--- config.mk ---
export PLATFORM = sky130hd
export DESIGN_NAME = scoreboard_match_ctrl
export DESIGN_NICKNAME = d
export VERILOG_FILES = /design/src/rtl/scoreboard_pkg.sv /design/src/rtl/scoreboard_debounce.sv /design/src/rtl/scoreboard_match_ctrl.sv
export SDC_FILE = /design/constraint.sdc
export NUM_CORES = 1
export LEC_CHECK = 0
export ABC_AREA = 1
export BUFFER_PORTS_ARGS = -buffer_cell sky130_fd_sc_hd__buf_2
export CORE_ASPECT_RATIO = 1.4
export CORE_UTILIZATION = 50
export CTS_BUF_LIST = sky130_fd_sc_hd__clkbuf_4 sky130_fd_sc_hd__clkbuf_8
export CTS_CLUSTER_SIZE = 25
export DETAILED_ROUTE_END_ITERATION = 10
export GPL_ROUTABILITY_DRIVEN = 0
export PLACE_DENSITY = 0.66
export SYNTH_ARGS = -nofsm -noshare
export SYNTH_HDL_FRONTEND = slang
export SYNTH_HIERARCHICAL = 1
export SYNTH_SLANG_ARGS = --single-unit
--- constraint.sdc ---
create_clock -name clk -period 10.2 [get_ports clk]
set_clock_uncertainty 0.15 [all_clocks]
set_input_delay 0.51 -clock clk [delete_from_list [all_inputs] [get_ports clk]]
set_output_delay 0.51 -clock clk [all_outputs]
set_load 0.02 [all_outputs]
--- src/rtl/scoreboard_pkg.sv ---
// Shared types and helpers for the match scoreboard: FSM states, score
// width and the binary-to-BCD split used by the display digit registers.
package scoreboard_pkg;

  typedef enum logic [1:0] {
    PLAY    = 2'd0,
    LOCKOUT = 2'd1,
    WON     = 2'd2
  } state_e;

  localparam int SCORE_W = 7;
  localparam logic [SCORE_W-1:0] SCORE_MAX = 7'd99;

  // Returns {tens, ones} for a score in 0..99; larger inputs clamp to 99.
  function automatic logic [7:0] bin2bcd(input logic [SCORE_W-1:0] bin);
    logic [SCORE_W-1:0] val;
    logic [SCORE_W-1:0] ones_full;
    logic [3:0]         tens;
    val  = (bin > SCORE_MAX) ? SCORE_MAX : bin;
    tens = 4'd0;
    for (int i = 1; i <= 9; i++) begin
      if (val >= SCORE_W'(10 * i)) begin
        tens = 4'(i);
      end else begin
        tens = tens;
      end
    end
    ones_full = val - ({3'd0, tens} * 7'd10);
    return {tens, 4'd0} + {1'b0, ones_full};
  endfunction

endpackage

--- src/rtl/scoreboard_debounce.sv ---
// One pushbutton: 2-flop synchroniser, stability counter and a registered
// pulse issued on the same edge the debounced level rises.
module scoreboard_debounce #(
  parameter int DEBOUNCE_CYC = 20
) (
  input  logic clk,
  input  logic rst_n,
  input  logic btn,
  output logic level,
  output logic press
);

  localparam int CNT_W = (DEBOUNCE_CYC > 1) ? $clog2(DEBOUNCE_CYC) : 1;

  logic             sync1_r;
  logic             sync2_r;
  logic             level_r;
  logic             press_r;
  logic [CNT_W-1:0] cnt_r;

  // Synchronise, then only accept a new level after it has held steadily.
  always_ff @(posedge clk) begin
    if (!rst_n) begin
      sync1_r <= 1'b0;
      sync2_r <= 1'b0;
      level_r <= 1'b0;
      press_r <= 1'b0;
      cnt_r   <= CNT_W'(0);
    end else begin
      sync1_r <= btn;
      sync2_r <= sync1_r;
      press_r <= 1'b0;
      if (sync2_r != level_r) begin
        if (cnt_r == CNT_W'(DEBOUNCE_CYC - 1)) begin
          level_r <= sync2_r;
          press_r <= sync2_r;
          cnt_r   <= CNT_W'(0);
        end else begin
          cnt_r <= cnt_r + CNT_W'(1);
        end
      end else begin
        cnt_r <= CNT_W'(0);
      end
    end
  end

  assign level = level_r;
  assign press = press_r;

endmodule

--- src/rtl/scoreboard_match_ctrl.sv ---
// Match controller: debounced buttons in, point arbitration, win detection,
// display selection and registered BCD digits out to the segment decoders.
module scoreboard_match_ctrl
  import scoreboard_pkg::*;
#(
  parameter int DEBOUNCE_CYC = 20,
  parameter int LOCKOUT_CYC  = 200,
  parameter int DISP_CYC     = 1000,
  parameter int HOLD_CYC     = 2000,
  parameter int WIN_SCORE    = 21,
  parameter int BLINK_CYC    = 250
) (
  input  logic       clk,
  input  logic       rst_n,
  input  logic       btn_p1_i,
  input  logic       btn_p2_i,
  output logic [3:0] tens_o,
  output logic [3:0] ones_o,
  output logic       blank_o,
  output logic       disp_p2_o,
  output logic       point_o,
  output logic       game_over_o,
  output logic       winner_p2_o
);

  localparam int LOCK_W  = (LOCKOUT_CYC > 1) ? $clog2(LOCKOUT_CYC) : 1;
  localparam int DISP_W  = (DISP_CYC > 1)    ? $clog2(DISP_CYC)    : 1;
  localparam int HOLD_W  = (HOLD_CYC > 1)    ? $clog2(HOLD_CYC)    : 1;
  localparam int BLINK_W = (BLINK_CYC > 1)   ? $clog2(BLINK_CYC)   : 1;
  localparam logic [SCORE_W-1:0] WIN_S = SCORE_W'(WIN_SCORE);

  logic level1_s, press1_s, level2_s, press2_s;

  scoreboard_debounce #(.DEBOUNCE_CYC(DEBOUNCE_CYC)) u_deb_p1 (
    .clk   (clk),
    .rst_n (rst_n),
    .btn   (btn_p1_i),
    .level (level1_s),
    .press (press1_s)
  );

  scoreboard_debounce #(.DEBOUNCE_CYC(DEBOUNCE_CYC)) u_deb_p2 (
    .clk   (clk),
    .rst_n (rst_n),
    .btn   (btn_p2_i),
    .level (level2_s),
    .press (press2_s)
  );

  state_e               state_r;
  logic [SCORE_W-1:0]   score1_r, score2_r;
  logic                 rr_p2_r;
  logic [LOCK_W-1:0]    lock_cnt_r;
  logic [DISP_W-1:0]    disp_cnt_r;
  logic [HOLD_W-1:0]    hold_cnt_r;
  logic [BLINK_W-1:0]   blink_cnt_r;
  logic                 disp_p2_r, blank_r, point_r, game_over_r, winner_p2_r;
  logic [3:0]           tens_r, ones_r;

  logic                 grant_s, grant_p2_s, tie_s, win_s, new_game_s, disp_wrap_s;
  logic [SCORE_W-1:0]   mine_s, other_s, new_score_s, disp_score_s;

  // Arbitration and win evaluation for the press seen this cycle.
  always_comb begin
    grant_s    = 1'b0;
    grant_p2_s = 1'b0;
    tie_s      = 1'b0;
    if (state_r == PLAY) begin
      if (press1_s && press2_s) begin
        grant_s    = 1'b1;
        grant_p2_s = rr_p2_r;
        tie_s      = 1'b1;
      end else if (press1_s || press2_s) begin
        grant_s    = 1'b1;
        grant_p2_s = press2_s;
      end else begin
        grant_s = 1'b0;
      end
    end else begin
      grant_s = 1'b0;
    end
    mine_s       = grant_p2_s ? score2_r : score1_r;
    other_s      = grant_p2_s ? score1_r : score2_r;
    new_score_s  = (mine_s >= SCORE_MAX) ? SCORE_MAX : mine_s + SCORE_W'(1);
    win_s        = ((new_score_s >= WIN_S) &&
                    ({1'b0, new_score_s} >= ({1'b0, other_s} + 8'd2))) ||
                   (new_score_s == SCORE_MAX);
    disp_score_s = disp_p2_r ? score2_r : score1_r;
    disp_wrap_s  = (disp_cnt_r == DISP_W'(DISP_CYC - 1));
    new_game_s   = level1_s && level2_s && (hold_cnt_r == HOLD_W'(HOLD_CYC - 1));
  end

  // Both-held counter; any release restarts it, and it runs in every state.
  always_ff @(posedge clk) begin
    if (!rst_n) begin
      hold_cnt_r <= HOLD_W'(0);
    end else if (level1_s && level2_s && !new_game_s) begin
      hold_cnt_r <= hold_cnt_r + HOLD_W'(1);
    end else begin
      hold_cnt_r <= HOLD_W'(0);
    end
  end

  // Match FSM; a completed two-button hold pre-empts any award that cycle.
  always_ff @(posedge clk) begin
    if (!rst_n || new_game_s) begin
      state_r     <= PLAY;
      score1_r    <= SCORE_W'(0);
      score2_r    <= SCORE_W'(0);
      rr_p2_r     <= 1'b0;
      lock_cnt_r  <= LOCK_W'(0);
      disp_cnt_r  <= DISP_W'(0);
      blink_cnt_r <= BLINK_W'(0);
      disp_p2_r   <= 1'b0;
      blank_r     <= 1'b0;
      point_r     <= 1'b0;
      game_over_r <= 1'b0;
      winner_p2_r <= 1'b0;
    end else begin
      point_r <= 1'b0;
      case (state_r)
        PLAY: begin
          if (grant_s) begin
            point_r    <= 1'b1;
            disp_p2_r  <= grant_p2_s;
            disp_cnt_r <= DISP_W'(0);
            lock_cnt_r <= LOCK_W'(0);
            if (grant_p2_s) begin
              score2_r <= new_score_s;
            end else begin
              score1_r <= new_score_s;
            end
            if (tie_s) begin
              rr_p2_r <= ~rr_p2_r;
            end else begin
              rr_p2_r <= rr_p2_r;
            end
            if (win_s) begin
              state_r     <= WON;
              game_over_r <= 1'b1;
              winner_p2_r <= grant_p2_s;
              blank_r     <= 1'b0;
              blink_cnt_r <= BLINK_W'(0);
            end else begin
              state_r <= LOCKOUT;
            end
          end else if (disp_wrap_s) begin
            disp_cnt_r <= DISP_W'(0);
            disp_p2_r  <= ~disp_p2_r;
          end else begin
            disp_cnt_r <= disp_cnt_r + DISP_W'(1);
          end
        end
        LOCKOUT: begin
          if (disp_wrap_s) begin
            disp_cnt_r <= DISP_W'(0);
            disp_p2_r  <= ~disp_p2_r;
          end else begin
            disp_cnt_r <= disp_cnt_r + DISP_W'(1);
          end
          if (lock_cnt_r == LOCK_W'(LOCKOUT_CYC - 1)) begin
            lock_cnt_r <= LOCK_W'(0);
            state_r    <= PLAY;
          end else begin
            lock_cnt_r <= lock_cnt_r + LOCK_W'(1);
          end
        end
        WON: begin
          disp_p2_r <= winner_p2_r;
          if (blink_cnt_r == BLINK_W'(BLINK_CYC - 1)) begin
            blink_cnt_r <= BLINK_W'(0);
            blank_r     <= ~blank_r;
          end else begin
            blink_cnt_r <= blink_cnt_r + BLINK_W'(1);
          end
        end
        default: begin
          state_r <= PLAY;
        end
      endcase
    end
  end

  // Digits lag the selected score by one register stage.
  always_ff @(posedge clk) begin
    if (!rst_n) begin
      tens_r <= 4'd0;
      ones_r <= 4'd0;
    end else begin
      {tens_r, ones_r} <= bin2bcd(disp_score_s);
    end
  end

  assign tens_o      = tens_r;
  assign ones_o      = ones_r;
  assign blank_o     = blank_r;
  assign disp_p2_o   = disp_p2_r;
  assign point_o     = point_r;
  assign game_over_o = game_over_r;
  assign winner_p2_o = winner_p2_r;

endmodule
==> out/metrics.yaml, run 1 <==
power_leakage_nw: 2.511
synth-edff-count: 0
synthMuxAreaShare_pct: 0.1944
intPower_mw: 0.4601
clk_latency_ps: 360
synth_compound_area_share_pct: 12.71
swShare_pct: 24.01
ys.flop_type: "dfxtp_1"
area_growth_pct: 7.704
end_kind: "flip-flop"
clock.fmax_mhz: 190.6
pwr-share-comb_pct: 3.6
cts_buffer_depth: 2
grt_pass1_wl_mm: 17.73
drv_slew: 0
clk_pin_slew_ps: 90
cts_tree: "built"
port_buffers: 16
ys_seq_area_share_pct: 33.05
grt.overflow.total: 0
ys_ff_latch: 85
numCtsBuffers: 9
path_class: "flip-flop to flip-flop"
arrival_ps: 5390
reg2reg_slack_ps: 4950
p_seq_share_pct: 55.9
synth_simple_gate_area_share_pct: 30.91
die_w_um: 87.76
synth_cell_type_count: 50
drive_above_1_share_pct: 14.21
start_util_pct: 51.73
layout_commonest_cell: "inv_1"
rows: 43
track_usage_pct: 20.68
seqCellArea_um2: 1702
cts-root-buf: "clkbuf_8"
placed_area_um2: 5344
grt_setup_unrepaired: "false"
vias_per_cell: 5.062
max_stage_delay_ps: 510
synthAdderAreaFrac_pct: 8.700
async_flop_share_pct: 0
clock_sinks: 85
hold_buffers: 0
synthXorXnorAreaFrac_pct: 4.763
setup_violations: 0
clkPwrFrac_pct: 40.6
cp-start-kind: "flip-flop"
post-cts-setup-buffers: 0
num_antenna_cells: 0
period_share_pct: 51.44
drt-total-wl_mm: 9.933
drc: 0
syn_nets: 733
avgSynthCellArea_um2: 7.408
synth_area_um2: 5149
hold_viol: 0
io_pins: 17
dp_hpwl_mm: 7.771
drtAntennaViolNets: 0
status: "complete, no violations"
required_ps: 10340
synth_top_family_by_area: "simple AND/OR/NAND/NOR gates"
finalNonFillerCells: 853
hold_path.class: "input port to flip-flop"
die_area_um2: 10710
min_period_ps: 5246
fin_setup_tns_ps: 0
htreeDepth: 3
syn_inst: 695
power.switching_mw: 0.1454
total_power_mw: 0.6055
slew_headroom_pct: 49.62
fillCellCount: 947
vias: 4318
cts_resized: 0
multi_input_area_um2: 2949
worstMarginPinSlew_ps: 753.9
core_um2: 9953
first_global_vias: 4246
die_height_um: 122.1
post-place-cells: 837
wire_per_inst_um: 11.64
drtIter0Drc: 200
first_pass_iters: 4
antenna_found_initial: 0
synth_warnings: 6
final_area_um2: 5545
cap_violations: 0
critPathMaxFanout: 16
mostFrequentLayoutCells: "inv_1 (111), nand2_1 (97), nor2_1 (91)"
power.density_nw_per_um2: 109.2
final_net_count: 751
grt_max_degree: 28
critPathSlowestCell: "o21ai_0"
irDropWorstVdd_mv: 0.07807
## cell type report
class                           instances  area share (%)
Clock buffer                           10           2.369
Multi-Input combinational cell        485           53.18
Sequential cell                        85           30.69
Inverter                              115           7.875
Timing Repair Buffer                   17           1.579
Clock inverter                          6           1.264
Tap cell                              135           3.046
## routing by layer
metal | global-route usage [%] | vias up | wire length (um) | share of wire (%)
met4 | 9.119 | 0 | 178 | 1.8
met1 | 22.41 | 1962 | 4258 | 43
met3 | 3.862 | 17 | 315 | 3.2
li1 | - | 2273 | - | -
met5 | 0 | - | 0 | 0
met2 | 38.18 | 66 | 5181 | 52
## metrics by stage
step,util [%],hold WS (ps),setup slack [ps]
3_5_place_dp,53.69,254.0,5028
6_report,55.71,176.7,4954
4_1_cts,55.71,166.7,4993
3_3_place_gp,53.69,241.2,5236
5_1_grt,55.71,183.9,4364
2_1_floorplan,-,240.0,5547
## cells by family (layout without fill, tap and decap cells)
| group | Yosys count | count (layout) |
|---|---|---|
| AND/OR/NAND/NOR | 314 | 314 |
| buffers and inverters | 125 | 148 |
| XOR/XNOR | 28 | 28 |
| multiplexers | 1 | 1 |
| AO/OA/AOI/OAI | 108 | 108 |
| flip-flops | 85 | 85 |
| adder cells (fa/ha/maj) | 34 | 34 |
## worst max-delay path: cells and delay by family (launching register included)
family	cells	cell delay, ps
AO/OA/AOI/OAI	8	1640
flip-flops	1	470
adder cells (fa/ha/maj)	5	1480
AND/OR/NAND/NOR	9	890
XOR/XNOR	2	360
buffers and inverters	3	180
## state kept, by name, summed over array words and instances (netlist names), 2 cells and up
signal          count
state_r             2
blink_cnt_r         8
score2_r            7
lock_cnt_r          8
u_deb_p1/cnt_r      5
u_deb_p2/cnt_r      5
ones_o              4
tens_o              4
disp_cnt_r         10
hold_cnt_r         11
score1_r            7
## path summary, 6_finish.rpt
check,from,end,depth (start not counted)
max,disp_p2_o,tens_o[3],27
min,btn_p1_i,u_deb_p1/sync1_r,3
max reg2reg,disp_p2_o,tens_o[3],27
min reg2reg,u_deb_p2/sync1_r,u_deb_p2/sync2_r,2
## power groups by stage
stage | registers [mW] | clock network (mW) | logic [mW]
after global placement | 0.346 | 0 | 0.0215
after detailed placement | 0.346 | 0 | 0.0216
after CTS | 0.338 | 0.254 | 0.0220
final | 0.338 | 0.246 | 0.0217
after global routing | 0.339 | 0.268 | 0.0246
after floorplan | 0.345 | 0 | 0.0162
## cell usage after synthesis (9+ instances only)
| library cell | n | area, um2 |
|---|---|---|
| nor3_1 | 14 | 70.07 |
| inv_1 | 111 | 416.7 |
| nand3_1 | 34 | 170.2 |
| nand2_1 | 97 | 364.1 |
| nand2_2 | 18 | 112.6 |
| xor2_1 | 19 | 166.4 |
| nor2_2 | 11 | 68.82 |
| o21ai_0 | 27 | 135.1 |
| xnor2_1 | 9 | 78.83 |
| a21oi_1 | 44 | 220.2 |
| ha_1 | 31 | 387.9 |
| nand4_1 | 10 | 62.56 |
| dfxtp_1 | 85 | 1702 |
| nor2_1 | 91 | 341.6 |
(Power assumes the default switching activity.)
==> run 2: changes to the inputs <==
==> constraint.sdc (replaced) <==
create_clock -name clk -period 5.4 [get_ports clk]
set_clock_uncertainty 0.15 [all_clocks]
set_input_delay 0.27 -clock clk [delete_from_list [all_inputs] [get_ports clk]]
set_output_delay 0.27 -clock clk [all_outputs]
set_load 0.02 [all_outputs]
==> run 2 against run 1 <==
  * First-iteration DRC count down 12%
  * Worst hold slack lost 93 ps
  * Maximum frequency increased by 5.7%
  * Global-route usage up 0.31 points
  * Wire length is 2.6% higher
  * Combinational power up 98%
  * Final area rose by 1.0%
  * Register-to-register slack worse by 4500 ps
  * Clock-buffer cell count did not move
  * Sequential power grew 89%
==> out/metrics.yaml, run 2 (same netlist as run 1, synthesis figures left out) <==
core_um2: 9953
post-route-util_pct: 56.28
io_pins: 17
post-place-cells: 838
dp_hpwl_mm: 7.840
first_pass_iters: 4
clock_sinks: 85
critPathBufInv: 3
setup_violations: 0
status: "complete, no violations"
grt_pass1_wl_mm: 18.01
antenna_found_initial: 0
critPathMaxFanout: 12
power.density_nw_per_um2: 211.9
hold_viol: 0
fillCellCount: 965
min_period_ps: 4964
clk_latency_ps: 360
drive_above_1_share_pct: 14.56
hold_path.class: "input port to flip-flop"
total_power_mw: 1.187
vias: 4320
regMostFlops: "hold_cnt_r"
wire_per_inst_um: 11.91
first_global_vias: 4203
cp_common_cell: "nand2_1"
rows: 43
irDropWorstVdd_mv: 0.1654
final_net_count: 754
clock.fmax_mhz: 201.4
critPathSlowestCell: "fa_1"
critical_path.top_delay_family: "adder cells"
fin_setup_tns_ps: 0
grt.overflow.total: 0
cap_violations: 0
port_buffers: 16
mostFrequentLayoutCells: "inv_1 (111), nand2_1 (97), nor2_1 (91)"
layout_commonest_cell: "inv_1"
arrival_ps: 5110
worstMarginPinSlew_ps: 788.7
cts-root-buf: "clkbuf_8"
track_usage_pct: 20.99
slew_headroom_pct: 47.22
power_leakage_nw: 2.537
end_kind: "flip-flop"
die_area_um2: 10710
drv_slew: 0
path_class: "flip-flop to flip-flop"
cp-start-kind: "flip-flop"
post-cts-setup-buffers: 0
drt-total-wl_mm: 10.19
start_util_pct: 51.73
cts_tree: "built"
reg.largest.list: "hold_cnt_r x11, disp_cnt_r x10"
seqCellArea_um2: 1703
htreeDepth: 3
drc: 0
die_height_um: 122.1
vias_per_cell: 5.047
drtAntennaViolNets: 0
largest_reg_flops: 11
die_w_um: 87.76
drtIter0Drc: 176
multi_input_area_um2: 2953
area_growth_pct: 8.797
numCtsBuffers: 9
grt_max_degree: 28
max_stage_delay_ps: 480
cts_buffer_depth: 2
num_antenna_cells: 0
finalNonFillerCells: 856
grt_setup_unrepaired: "false"
required_ps: 5540
clk_pin_slew_ps: 90
period_share_pct: 91.93
-- run 2: cell types whose count changed in the layout (fill, tap and decap cells not counted), sizes merged --
cell / delta
clkinv: -1
bufinv: +1
dlygate4sd3: +2
buf: +1
-- run 2: metrics by stage --
| stage | worst slack [ps] | area [um2] | hold WS (ps) |
|---|---|---|---|
| 4_1_cts | 284.2 | 5597 | 72.82 |
| 3_3_place_gp | 534.4 | 5351 | 243.0 |
| 6_report | 435.9 | 5602 | 83.48 |
| 2_1_floorplan | 746.7 | 5149 | 213.5 |
| 5_1_grt | 17.89 | 5602 | 88.31 |
| 3_5_place_dp | 347.1 | 5351 | 248.6 |
-- run 2: area by class of cell --
| cell class | count | share of cell area (%) |
|---|---|---|
| Sequential cell | 85 | 30.40 |
| Inverter | 115 | 7.795 |
| Tap cell | 135 | 3.015 |
| Clock buffer | 10 | 2.345 |
| Clock inverter | 6 | 1.675 |
| Multi-Input combinational cell | 485 | 52.71 |
| Timing Repair Buffer | 20 | 2.055 |
-- run 2: report_power, final --
part	total [mW]	internal, mW	switching [mW]
combinational	0.0429	0.0137	0.0292
sequential	0.639	0.633	0.00556
clock	0.505	0.271	0.235
-- run 2: worst reg2reg max path: cells and delay by family (launching register included) --
family,cells,cell delay (ps)
DFF,1,430
and+or+nand+nor,10,930
buffers and inverters,3,180
xor gates and xnor gates,2,340
AOI/OAI and AO/OA,8,1350
adders and majority gates,5,1510
-- run 2: worst paths after layout --
| check | slack [ps] | startpoint | cells past startpoint | to |
|---|---|---|---|---|
| setup / recovery | 440 | disp_p2_o | 28 | tens_o[3] |
| hold / removal | 80 | rst_n | 3 | tens_o[0] |
| setup reg to reg | 440 | disp_p2_o | 28 | tens_o[3] |
| hold reg to reg | 270 | u_deb_p2/sync1_r | 2 | u_deb_p2/sync2_r |
-- run 2: what timing repair did --
| action | CTS | global route |
|---|---|---|
| gates resized for setup | 0 | 3 |
| endpoints found under the setup margin | 0 | 2 |
| hold buffers | 2 | 0 |
| hold endpoints to repair | 2 | 0 |
-- run 2: routing by layer --
| layer | up-vias | GRT usage, % | part of all wire, % |
|---|---|---|---|
| li1 | 2275 | - | - |
| met1 | 1971 | 23.50 | 43 |
| met2 | 53 | 39.00 | 53 |
| met3 | 21 | 3.794 | 2.5 |
| met4 | 0 | 7.070 | 2.0 |
| met5 | - | 0 | 0 |
==> run 3: changes to the inputs <==
--- a/config.mk
+++ b/config.mk
@@ -8,12 +8,11 @@
 export ABC_AREA = 1
 export BUFFER_PORTS_ARGS = -buffer_cell sky130_fd_sc_hd__buf_2
 export CORE_ASPECT_RATIO = 1.4
-export CORE_UTILIZATION = 50
+export CORE_UTILIZATION = 34
 export CTS_BUF_LIST = sky130_fd_sc_hd__clkbuf_4 sky130_fd_sc_hd__clkbuf_8
 export CTS_CLUSTER_SIZE = 25
 export DETAILED_ROUTE_END_ITERATION = 10
 export GPL_ROUTABILITY_DRIVEN = 0
-export PLACE_DENSITY = 0.66
 export SYNTH_ARGS = -nofsm -noshare
 export SYNTH_HDL_FRONTEND = slang
 export SYNTH_HIERARCHICAL = 1
==> run 3 against run 2 <==
  * Register-to-register slack gained 90 ps
  * Worst hold slack lost 16 ps
  * Worst setup slack gained 91 ps
  * First-iteration DRC count shrank 1.1%
  * Clock power shrank 4.8%
  * Sequential power is essentially flat
  * Critical path depth is the same
  * Final area grew 0.76%
  * Power shrank 2.1%
  * Flip-flop and latch count is the same
  * Cell count grew 6.3%
  * Combinational power is essentially flat
  * Largest cell class unchanged
==> out/metrics.yaml, run 3 (same netlist as run 1, synthesis figures left out) <==
final_net_count: 754
drive_above_1_share_pct: 14.42
track_usage_pct: 14.08
cp-start-kind: "flip-flop"
die_height_um: 147.6
setup_violations: 0
drc: 0
clk_pin_slew_ps: 90
start_util_pct: 35.17
hold_end: "u_deb_p1/sync1_r"
first_global_vias: 4068
largest_reg_flops: 11
required_ps: 5560
io_pins: 17
clock_sinks: 85
die_w_um: 106
dp_hpwl_mm: 7.906
die_area_um2: 15650
layout_commonest_cell: "inv_1"
use_met1_pct: 16.36
worstRegToRegCells: 28
num_antenna_cells: 0
rows: 52
critPathMaxFanout: 16
worstMarginPinSlew_ps: 791.3
status: "complete, no violations"
period_share_pct: 90.25
cts_tree: "built"
hold_viol: 0
grt_busiest_layer: "met2"
cp_common_cell: "nand2_1"
r2r-end: "tens_o[3]"
core_um2: 14640
fin_setup_tns_ps: 0
use_met3_pct: 2.469
post-place-ws_ps: 276.0
critPathSlowestCell: "dfxtp_2"
grt_setup_unrepaired: "false"
area_growth_pct: 9.623
r2r_start: "disp_p2_o"
slew_headroom_pct: 47.05
cts_buffer_depth: 2
final_area_um2: 5644
clk_latency_ps: 380
arrival_ps: 5040
reg2reg_slack_ps: 530
path_class: "flip-flop to flip-flop"
numCtsBuffers: 9
grt_max_degree: 28
mostFrequentLayoutCells: "inv_1 (111), nand2_1 (97), nor2_1 (91)"
power.density_nw_per_um2: 205.9
vias: 4244
placed_area_um2: 5419
met2_usage_pct: 24.97
post-route-util_pct: 38.56
whs_path_depth: 3
finalWorstSetupSlack_ps: 526.6
total_power_mw: 1.162
irDropWorstVdd_mv: 0.1054
clock.fmax_mhz: 205.2
drtIter0Drc: 174
hold_path.class: "input port to flip-flop"
max_stage_delay_ps: 490
power_leakage_nw: 2.523
drv_slew: 0
port_buffers: 16
vias_per_cell: 4.664
grt_pass1_wl_mm: 17.92
drt-total-wl_mm: 10.22
htreeDepth: 3
reg.largest.list: "hold_cnt_r x11, disp_cnt_r x10"
cap_violations: 0
cts-root-buf: "clkbuf_8"
min_from: "rst_n"
min_period_ps: 4873
end_kind: "flip-flop"
regMostFlops: "hold_cnt_r"
first_pass_iters: 4
fillCellCount: 1551
grt.overflow.total: 0
drtAntennaViolNets: 0
wire_per_inst_um: 11.23
antenna_found_initial: 0
[run 3: repair_timing]
action / CTS / global route
endpoints found under the hold margin: 2 / 0
hold buffers: 2 / 0
buffers inserted: 0 / 0
endpoints found under the setup margin: 0 / 2
gates resized for setup: 0 / 2
[run 3: stage by stage]
stage	hold slack [ps]	instances
after floorplan	213.5	695
after global placement	244.9	892
after detailed placement	247.1	892
after CTS	58.61	910
after global routing	82.47	910
final	67.19	910
[run 3: routing by layer]
metal,wire length (um),up-vias,part of all wire [%]
li1,-,2277,-
met1,4653,1895,46
met2,5047,50,49
met3,249,22,2.4
met4,272,0,2.7
met5,0,-,0
[run 3: how the worst max path moves through the flow]
stage	endpoint	startpoint	cells after the start	slack, ps
floorplan	tens_o[3]	disp_p2_o	29	750
global placement	tens_o[3]	disp_p2_o	27	400
detailed placement	tens_o[3]	disp_p2_o	27	280
CTS	tens_o[3]	disp_p2_o	27	260
global route	tens_o[3]	disp_p2_o	28	8
finish	tens_o[3]	disp_p2_o	28	530
[run 3: cell type report]
cell class	count	area, um2	area share, %
Clock buffer	9	123.9	2.195
Clock inverter	7	80.08	1.419
Inverter	115	436.7	7.737
Multi-Input combinational cell	485	2949	52.25
Sequential cell	85	1703	30.17
Tap cell	189	236.5	4.190
Timing Repair Buffer	20	115.1	2.039
[run 3: power breakdown]
| group | internal (mW) | total, mW | switching, mW |
|---|---|---|---|
| registers | 0.633 | 0.638 | 0.00511 |
| clock network | 0.221 | 0.481 | 0.260 |
| logic | 0.0137 | 0.0427 | 0.0290 |
[run 3: worst max-delay path: cells and delay by family (launching register included)]
| kind | cells | cell delay (ps) |
|---|---|---|
| AO/OA/AOI/OAI | 8 | 1300 |
| XOR/XNOR | 2 | 340 |
| adder cells (fa/ha/maj) | 5 | 1460 |
| buffers and inverters | 3 | 170 |
| flip-flops | 1 | 490 |
| AND/OR/NAND/NOR | 10 | 870 |
